<file path="src/rtl/exp_adc_pkg.sv">
// rtl/exp_adc_pkg.sv - shared constants, FSM states and helpers for the ADC emulator
package exp_adc_pkg;

    localparam logic [1:0] LaneModeOne  = 2'b00;
    localparam logic [1:0] LaneModeTwo  = 2'b01;
    localparam logic [1:0] LaneModeFour = 2'b10;

    localparam logic [2:0]  RegAccessPrefix = 3'b101;
    localparam logic [14:0] ModeReg         = 15'h0020;
    localparam logic [14:0] ExitReg         = 15'h0014;

    typedef enum logic [2:0] {
        IDLE,
        CONV,
        READY,
        SHIFT,
        DONE
    } shift_state_e;

    // Mode 2'b11 is kept in lane_mode but shifts like one-lane mode.
    function automatic logic [5:0] lane_step(input logic [1:0] mode);
        case (mode)
            LaneModeTwo:  return 6'd2;
            LaneModeFour: return 6'd4;
            default:      return 6'd1;
        endcase
    endfunction

endpackage

</file>
<file path="src/rtl/exp_adc_sync_edge.sv">
// rtl/exp_adc_sync_edge.sv - 2-FF synchronizer with registered rise/fall pulses
module exp_adc_sync_edge #(
    parameter logic INIT = 1'b0
) (
    input  logic aclk,
    input  logic areset,
    input  logic d,
    output logic level,
    output logic rise,
    output logic fall
);

    logic s1;
    logic s2;

    always_ff @(posedge aclk) begin
        if (areset) begin
            s1    <= INIT;
            s2    <= INIT;
            level <= INIT;
            rise  <= 1'b0;
            fall  <= 1'b0;
        end else begin
            s1    <= d;
            s2    <= s1;
            level <= s2;
            rise  <= s2 & ~level;
            fall  <= ~s2 & level;
        end
    end

endmodule

</file>
<file path="src/rtl/exp_adc_emulator.sv">
// rtl/exp_adc_emulator.sv - ADC conversion/SPI emulator fed from an AXI Stream sample source
module exp_adc_emulator
    import exp_adc_pkg::*;
#(
    parameter int          CNV_CYCLES     = 14,
    parameter logic [31:0] DEFAULT_SAMPLE = 32'h8BADF00D
) (
    input  logic        aclk,
    input  logic        areset,
    input  logic        cnv,
    output logic        busy,
    input  logic        sck,
    input  logic        csn,
    input  logic        sdi,
    output logic [3:0]  sdo,
    input  logic [31:0] s_axis_tdata,
    input  logic        s_axis_tvalid,
    output logic        s_axis_tready,
    output logic [23:0] reg_command,
    output logic [1:0]  lane_mode,
    output logic        reg_access
);

    localparam int CntW = $clog2(CNV_CYCLES);

    logic cnv_lvl, cnv_rise, cnv_fall;
    logic sck_lvl, sck_rise, sck_fall;
    logic csn_lvl, csn_rise, csn_fall;

    exp_adc_sync_edge #(.INIT(1'b0)) u_sync_cnv (
        .aclk(aclk), .areset(areset), .d(cnv), .level(cnv_lvl), .rise(cnv_rise), .fall(cnv_fall)
    );
    exp_adc_sync_edge #(.INIT(1'b0)) u_sync_sck (
        .aclk(aclk), .areset(areset), .d(sck), .level(sck_lvl), .rise(sck_rise), .fall(sck_fall)
    );
    exp_adc_sync_edge #(.INIT(1'b1)) u_sync_csn (
        .aclk(aclk), .areset(areset), .d(csn), .level(csn_lvl), .rise(csn_rise), .fall(csn_fall)
    );

    logic unused_edges;
    assign unused_edges = ^{cnv_lvl, cnv_fall, sck_lvl, sck_fall};

    shift_state_e    state, state_nxt;
    logic [31:0]     sample;
    logic [5:0]      bit_idx;
    logic            data_ready;
    logic [CntW-1:0] cnv_cnt;
    logic [23:0]     cmd_sr;
    logic            reg_access_nxt;
    logic [1:0]      lane_mode_nxt;
    logic            conv_start, conv_done;
    logic            load_first, shift_step, shift_end, frame_abort;
    logic [31:0]     aligned;
    logic [3:0]      group;

    // Command decode is evaluated first so a same-cycle cnv sees the post-decode mode.
    always_comb begin
        reg_access_nxt = reg_access;
        lane_mode_nxt  = lane_mode;
        if (csn_rise) begin
            if (cmd_sr[23:21] == RegAccessPrefix) begin
                reg_access_nxt = 1'b1;
            end else if (reg_access) begin
                if (cmd_sr[23:8] == {1'b1, ModeReg}) begin
                    lane_mode_nxt = cmd_sr[7:6];
                end else if (cmd_sr[23:8] == {1'b1, ExitReg} && cmd_sr[0]) begin
                    reg_access_nxt = 1'b0;
                end
            end
        end
    end

    assign conv_start = cnv_rise & ~busy & ~reg_access_nxt;
    assign conv_done  = busy && (cnv_cnt == '0);

    // Left-align the next unsent bit so every lane width reads from the top.
    assign aligned = sample << (6'd32 - bit_idx);

    always_comb begin
        case (lane_mode)
            LaneModeFour: group = aligned[31:28];
            LaneModeTwo:  group = {2'b00, aligned[31:30]};
            default:      group = {3'b000, aligned[31]};
        endcase
    end

    always_ff @(posedge aclk) begin
        if (areset) begin
            state <= IDLE;
        end else begin
            state <= state_nxt;
        end
    end

    always_comb begin
        state_nxt = state;
        if (conv_start) begin
            state_nxt = CONV;
        end else begin
            case (state)
                CONV:    if (conv_done) state_nxt = READY;
                READY:   if (csn_fall && data_ready) state_nxt = SHIFT;
                SHIFT: begin
                    if (csn_rise) state_nxt = IDLE;
                    else if (sck_rise && bit_idx == 6'd0) state_nxt = DONE;
                end
                DONE:    if (csn_rise) state_nxt = IDLE;
                default: state_nxt = state;
            endcase
        end
    end

    always_comb begin
        load_first  = 1'b0;
        shift_step  = 1'b0;
        shift_end   = 1'b0;
        frame_abort = 1'b0;
        if (!conv_start) begin
            case (state)
                READY: load_first = csn_fall && data_ready;
                SHIFT: begin
                    if (csn_rise) frame_abort = 1'b1;
                    else if (sck_rise && bit_idx == 6'd0) shift_end = 1'b1;
                    else if (sck_rise) shift_step = 1'b1;
                end
                DONE:    frame_abort = csn_rise;
                default: load_first = 1'b0;
            endcase
        end
    end

    always_ff @(posedge aclk) begin
        if (areset) begin
            busy          <= 1'b0;
            sdo           <= 4'd0;
            s_axis_tready <= 1'b0;
            reg_command   <= 24'd0;
            lane_mode     <= LaneModeOne;
            reg_access    <= 1'b0;
            data_ready    <= 1'b0;
            sample        <= 32'd0;
            bit_idx       <= 6'd0;
            cnv_cnt       <= '0;
            cmd_sr        <= 24'd0;
        end else begin
            s_axis_tready <= 1'b0;

            if (csn_fall) begin
                cmd_sr <= 24'd0;
            end else if (sck_rise && !csn_lvl) begin
                cmd_sr <= {cmd_sr[22:0], sdi};
            end

            if (csn_rise) begin
                reg_command <= cmd_sr;
                reg_access  <= reg_access_nxt;
                lane_mode   <= lane_mode_nxt;
            end

            if (conv_start) begin
                sample        <= s_axis_tvalid ? s_axis_tdata : DEFAULT_SAMPLE;
                s_axis_tready <= s_axis_tvalid;
                busy          <= 1'b1;
                cnv_cnt       <= CntW'(CNV_CYCLES - 1);
                bit_idx       <= 6'd32;
                data_ready    <= 1'b0;
                sdo           <= 4'd0;
            end else begin
                if (conv_done) begin
                    busy       <= 1'b0;
                    data_ready <= 1'b1;
                end else if (busy) begin
                    cnv_cnt <= cnv_cnt - 1'b1;
                end
                if (load_first) begin
                    sdo <= group;
                end
                if (shift_step) begin
                    sdo     <= group;
                    bit_idx <= bit_idx - lane_step(lane_mode);
                end
                if (shift_end || frame_abort) begin
                    sdo        <= 4'd0;
                    data_ready <= 1'b0;
                end
            end
        end
    end

endmodule

</file>
<file path="config.mk">
export PLATFORM = sky130hd
export DESIGN_NAME = exp_adc_emulator
export DESIGN_NICKNAME = d
export VERILOG_FILES = /design/src/rtl/exp_adc_pkg.sv /design/src/rtl/exp_adc_sync_edge.sv /design/src/rtl/exp_adc_emulator.sv
export SDC_FILE = /design/constraint.sdc
export NUM_CORES = 1
export LEC_CHECK = 0
export ABC_AREA = 1
export CELL_PAD_IN_SITES_DETAIL_PLACEMENT = 1
export CELL_PAD_IN_SITES_GLOBAL_PLACEMENT = 2
export CORE_AREA = 2 2 144 146
export CTS_BUF_LIST = sky130_fd_sc_hd__clkbuf_16
export DETAILED_ROUTE_END_ITERATION = 7
export DIE_AREA = 0 0 146 148
export HOLD_SLACK_MARGIN = 0.03
export PLACE_DENSITY = 0.67
export SLEW_MARGIN = 40
export SYNTH_ARGS = -nofsm -noshare
export SYNTH_HDL_FRONTEND = slang
export SYNTH_SLANG_ARGS = --single-unit
</file>
<file path="constraint.sdc">
create_clock -name aclk -period 3.5 [get_ports aclk]
set_input_delay 0.525 -clock aclk [delete_from_list [all_inputs] [get_ports aclk]]
set_output_delay 0.525 -clock aclk [all_outputs]
set_load 0.01 [all_outputs]
</file>
=== Word-level counts from Yosys, hierarchy flattened ===
Cells that the tools add are included.

* Register bits: 116
* Input port bits: 39
* Output and inout port bits: 33
* Logic and storage cells: 130

* $add $sub $neg: 3
* Eq/ne operators: 18
* Shift-type cells: 1
* Multiplexer cells: 41
* Bitwise logic cells: 15
* Reductions and logical operators: 24

{| class="wikitable"
|+ Operators by type and width
! cell !! count
|-
| $eq 16x16->1 const B || 2
|-
| $mux 32 || 1
|-
| $shl 32x6->32 || 1
|-
| $mux 6 || 5
|-
| $mux 1 || 21
|-
| $mux 4 || 5
|-
| $mux 3 || 5
|-
| $pmux 3 s4 || 1
|-
| $reduce_and 5->1 || 2
|-
| $not 1->1 || 9
|-
| $pmux 4 s2 || 1
|-
| $reduce_bool 2->1 || 4
|-
| $and 1x1->1 || 6
|-
| $eq 3x2->1 const B || 2
|-
| $eq 3x3->1 const B || 2
|-
| $logic_not 6->1 || 1
|-
| $ne 2x2->1 const B || 3
|-
| $ne 3x2->1 const B || 2
|-
| $ne 3x3->1 const B || 2
|-
| $pmux 3 s2 || 1
|-
| $reduce_or 2->1 || 3
|-
| $sub 6x6->6 || 1
|-
| $sub 6x6->6 const A || 1
|-
| $logic_and 1x1->1 || 5
|-
| 15 further kinds || 16
|}

=== Longest topological paths before layout ===
* Word-level depth: 16
* Gate-level depth with buffers: 17
* Depth with buffers taken out: 14

=== Modules after synthesis ===
From an unflattened synthesis, not the netlist that was laid out.

* Cell total of the unflattened synthesis: 754
* Area, all modules: 5430.2 µm²

{| class="wikitable"
|+ By module, submodules not included
! module !! times used !! cells each !! area each (µm²) !! sequential area each (µm²)
|-
| exp_adc_emulator || 1 || 710 || 5011.1 || 2062.0
|-
| exp_adc_sync_edge at u_sync_cnv ... || 2 || 15 || 140.1 || 100.1
|-
| exp_adc_sync_edge at u_sync_csn || 1 || 14 || 138.9 || 100.1
|}

=== Worst setup path before layout ===
Ideal clock, no wire load.

* Path type: register to register
* Start: register bit_idx[0]
* End: register sdo[0]
* Library setup time: 0.116 ns
* Arrival: 2.018 ns
* Required time: 3.384 ns
* Path slack: 1.366 ns
* Cell stages (with the launch flop): 16
* Path buffers: 3
* Period minus slack after synthesis: 2.134 ns
* Path through: dfxtp_1 > buf_2 > inv_2 > buf_2 > ha_1 > inv_1 > clkbuf_1 > nand3_1 > nand3_1 > nand3_1 > nand3_1 > nand2_1 > a21oi_1 > nand2_1 > nand2_1 > a21oi_1

* Longest elaborated chain between the ends: 8
* Elaborated cells on any way between the ends: 18
* Those cells by class: add/sub: 1; shift: 1; mux: 11; reduce/logical: 5

{| class="wikitable"
|+ Ends and longest elaborated chain
! what !! RTL line !! RTL
|-
| from (decl) || exp_adc_emulator.sv:45 || <nowiki>logic [5:0] bit_idx;</nowiki>
|-
| from (signal assigned) || exp_adc_emulator.sv:180 || <nowiki>bit_idx <= bit_idx - lane_step(lane_mode);</nowiki>
|-
| parallel branches: the longest is 8 deep, another holds $sub 6x6->6 || n/a ||
|-
| to (signal assigned) || exp_adc_emulator.sv:176 || <nowiki>sdo <= group;</nowiki>
|-
| to (signal assigned) || exp_adc_emulator.sv:179 || <nowiki>sdo <= group;</nowiki>
|-
| to (decl) || exp_adc_emulator.sv:15 || <nowiki>output logic [3:0] sdo,</nowiki>
|}

Parallel ways; which one is timed is not known. The select of a mux whose other input is x is not followed.
A chain may end at the register's enable or synchronous reset.

=== Worst setup path after layout ===
* Start: register u_sync_csn.rise
* End: register sdo[2]

* Longest elaborated chain between the ends: 6
* Elaborated cells on any way between the ends: 17
* Those cells by class: mux: 12; bitwise: 2; reduce/logical: 3

{| class="wikitable"
|+ Ends and longest elaborated chain
! what !! RTL line !! RTL
|-
| from (decl) || exp_adc_sync_edge.sv:9 || <nowiki>output logic rise,</nowiki>
|-
| from (signal assigned) || exp_adc_sync_edge.sv:27 || <nowiki>rise <= s2 & ~level;</nowiki>
|-
| $mux 1 || exp_adc_emulator.sv:60 || <nowiki>if (csn_rise) begin</nowiki>
|-
| $not 1->1 || exp_adc_emulator.sv:73 || <nowiki>assign conv_start = cnv_rise & ~busy & ~reg_access_nxt;</nowiki>
|-
| $and 1x1->1 || exp_adc_emulator.sv:73 ||
|-
| $mux 1 || exp_adc_emulator.sv:118 || <nowiki>if (!conv_start) begin</nowiki>
|-
| $logic_or 1x1->1 || exp_adc_emulator.sv:182 || <nowiki>if (shift_end || frame_abort) begin</nowiki>
|-
| $reduce_or 3->1 (no line) || n/a ||
|}

Several ways; a longest one is shown, not always the timed one.

==> impl_metrics.json <==
{
  "status": "complete, no violations",
  "tritoncts_num_sinks": 116,
  "power.switching_fraction": 0.233,
  "reported_max_cap_violation_count": 0,
  "cts_tree": "built",
  "critical_path.startpoint": "u_sync_csn.rise",
  "number_of_nets_in_the_synthesized_netlist": 791,
  "antenna_cells": 0,
  "r2r_slack_ns": 0.82,
  "max-slew-margin-rel": 0.491,
  "critical_path.max_stage_delay_ns": 0.79,
  "yosys-mux-area-fraction": 0,
  "clock-root-buffer": "clkbuf_16",
  "cts_max_path_buffers": 2,
  "detailroute.via_count": 5135,
  "timing.setup.tns_ns": 0,
  "post-dp-hpwl_mm": 11.8,
  "min-delay-path-class": "register to register",
  "p_comb_frac": 0.068,
  "synth-simple-area-share": 0.330,
  "fp.dieW_um": 146,
  "critical_path_buf_inv_count": 1,
  "synth_async_sr_flop_share": 0,
  "p_leak_nw": 2.91,
  "timing.final.setup_violations": 0,
  "core_region_area_um2": 20000,
  "post_cts_resized": 0,
  "final_hold_viol_count": 0,
  "synth_top_cell_by_area": "dfxtp_1",
  "num_io_pins": 72,
  "drt_total_wl_mm": 16.4,
  "yosysUniqueCellTypes": 38,
  "worstRegToRegCells": 8,
  "final.setup_skew_ns": 0.00704,
  "yosysSeqAreaShare": 0.434,
  "detailedRoute.firstPassIterationCount": 4,
  "yosysWarningCount": 0,
  "rsz0062_at_grt": "false",
  "fraction_of_synthesized_cell_area_in_xor_and_xnor_cells": 0.00164,
  "setup.worst_path.end_class": "register",
  "cts.clk_slew.worst_paths_ns": 0.06,
  "h_tree_lvls": 4,
  "start_util": 0.267,
  "layout-area-overhead-vs-synth_pct": 29.3,
  "worst_r2r_endpoint": "sdo[2]",
  "timing_worst_slew_pin_value_ns": 0.763,
  "cts_hold_buffers": 0,
  "ys.flop_type": "dfxtp_1",
  "wl_per_cell_um": 15.1,
  "chipHeight_um": 148,
  "max_freq_mhz": 372,
  "path_delay_family": "simple AND/OR/NAND/NOR gates",
  "final_period_minus_worst_setup_slack_ns": 2.68,
  "cp_num_cells": 8,
  "setup.worst_path.end": "sdo[2]",
  "grt_first_pass_wirelength_mm": 27.9,
  "tritoncts_buffer_count": 17,
  "groute.usage.overall": 0.160,
  "start_kind": "register",
  "crit_chain": "inv_1 > nand2_1 > nor2_1 > nor3b_1 > nand2_1 > a21oi_1 > or2_2 > a21oi_1",
  "powerDensity_nw_per_um2": 501,
  "num-fill-cells": 2508,
  "maxSlewViolCount": 0,
  "vias_in_the_first_global_route": 5444,
  "synth_adder_area_share": 0.0201,
  "antenna_found_initial": 0,
  "timing.critical_path.arrival_ns": 2.98,
  "globalRouteOverflowTotal": 0,
  "layout_commonest_cell": "nand2_1",
  "drt_first_iter_violations": 212,
  "vdd_ir_drop_max_v": 0.000233,
  "floorplan.die_area_um2": 21600,
  "detail_route.vias_per_cell": 4.72,
  "synth_compound_gate_area_share": 0.143,
  "num-nets-final": 853,
  "count_of_mapped_cells_out_of_synthesis": 744,
  "total_switching_power_mw": 0.806,
  "place.port_buffers": 71,
  "critical_path_maximum_fanout": 21,
  "ff_latch_count_synth": 116,
  "period_share": 0.767,
  "ant_nets": 0,
  "drt_drc_violations_left": 0,
  "largest_family_of_logic_cells_by_synthesized_area": "simple AND/OR/NAND/NOR gates",
  "cts_post_setup_buffers_inserted": 0,
  "final_cell_mix": "nand2_1 (143), nand3_1 (125), dfxtp_1 (116)",
  "path_class": "register to register",
  "avg_synthesized_cell_area_um2": 7.19,
  "rr_startpoint": "u_sync_csn.rise",
  "sequentialPowerShare": 0.397,
  "synth_enable_flop_cells": 0,
  "globalplace.congestion": 0.852,
  "netlist_top_cells_area": "dfxtp_1 (43%), nand3_1 (12%), nand2_1 (10%), o21ai_0 (6.9%), nor2_1 (6.5%)",
  "cell_at_the_slowest_stage_of_the_critical_path": "dfxtp_1",
  "drive_gt1_frac": 0.0842,
  "synth_largest_type_area_fraction": 0.434,
  "clkPwrFrac": 0.535,
  "mappedNetlistArea_um2": 5350,
  "hold-worst-slack_ns": 0.390,
  "clock_insertion_delay_worst_skew_ns": 0.41,
  "rows": 52,
  "grt_start_max_net_pins": 37,
  "worstPathRequired_ns": 3.80,
  "intPower_mw": 2.66
}
metal layers:
metal	vias up	part of all wire	GRT usage
met5	-	0	0
met4	0	0.0085	0.0393
met3	11	0.034	0.0429
met2	59	0.50	0.282
met1	2456	0.46	0.195
li1	2609	-	-
logic make-up after synthesis:
kind of cell / count (synthesis)
adder cells (fa/ha/maj): 8
AND/OR/NAND/NOR: 395
AO/OA/AOI/OAI: 135
flip-flops: 116
buffers and inverters: 89
XOR/XNOR: 1
final cells by class:
| cell class | count | area [um^2] | area share |
|---|---|---|---|
| multi-input combinational | 539 | 2650 | 0.383 |
| sequential | 116 | 2320 | 0.336 |
| timing repair buffer | 80 | 778 | 0.113 |
| clock buffer | 17 | 425 | 0.0615 |
| tap | 270 | 338 | 0.0489 |
| clock inverter | 15 | 205 | 0.0297 |
| inverter | 52 | 200 | 0.0290 |
state kept, by name, indices dropped and copies added (netlist names), 2 cells and up:
signal / cells
sample: 32
cmd_sr: 24
reg_command: 24
bit_idx: 6
cnv_cnt: 4
sdo: 4
state: 3
lane_mode: 2
power groups by stage:
stage               sequential [mW]  combinational, mW  clock (mW)
detailed placement             1.40              0.237           0
global route                   1.38              0.267        1.98
global placement               1.40              0.232           0
finish                         1.37              0.234        1.85
floorplan                      1.40              0.142           0
CTS                            1.37              0.239        1.91
synth_stat cells, types with 2 or more instances:
cell / instances
nand2_1: 143
nand3_1: 125
dfxtp_1: 116
nor2_1: 93
o21ai_0: 74
inv_1: 48
a21oi_1: 36
clkbuf_1: 25
a22o_1: 8
a22o_2: 8
nor3_1: 8
buf_2: 7
ha_1: 7
or2_2: 6
a211oi_1: 4
inv_2: 3
nand2_2: 3
nand4_1: 3
nor3b_1: 3
buf_4: 2
buf_6: 2
nand2_4: 2
nor3_2: 2
o21ai_1: 2
through the flow:
stage                util  std cells  setup slack (ns)  total power [mW]  cell area [um^2]
floorplan               -        744              1.37              1.54              5350
global placement    0.314       1057             0.951              1.63              6280
detailed placement  0.314       1057             0.796              1.64              6280
CTS                 0.345       1089             0.785              3.52              6910
global route        0.345       1089             0.444              3.63              6910
finish              0.345       1089             0.815              3.46              6910
worst min-delay path by stage:
| stage | start | end | cells past startpoint | slack [ns] |
|---|---|---|---|---|
| floorplan | u_sync_cnv.level | u_sync_cnv.rise | 1 | 0.37 |
| global placement | u_sync_cnv.level | u_sync_cnv.rise | 1 | 0.38 |
| detailed placement | u_sync_cnv.level | u_sync_cnv.rise | 1 | 0.39 |
| CTS | u_sync_cnv.level | u_sync_cnv.rise | 1 | 0.40 |
| global route | u_sync_cnv.level | u_sync_cnv.rise | 1 | 0.42 |
| finish | u_sync_cnv.level | u_sync_cnv.rise | 1 | 0.39 |
Power figures use the tool's default switching activity.
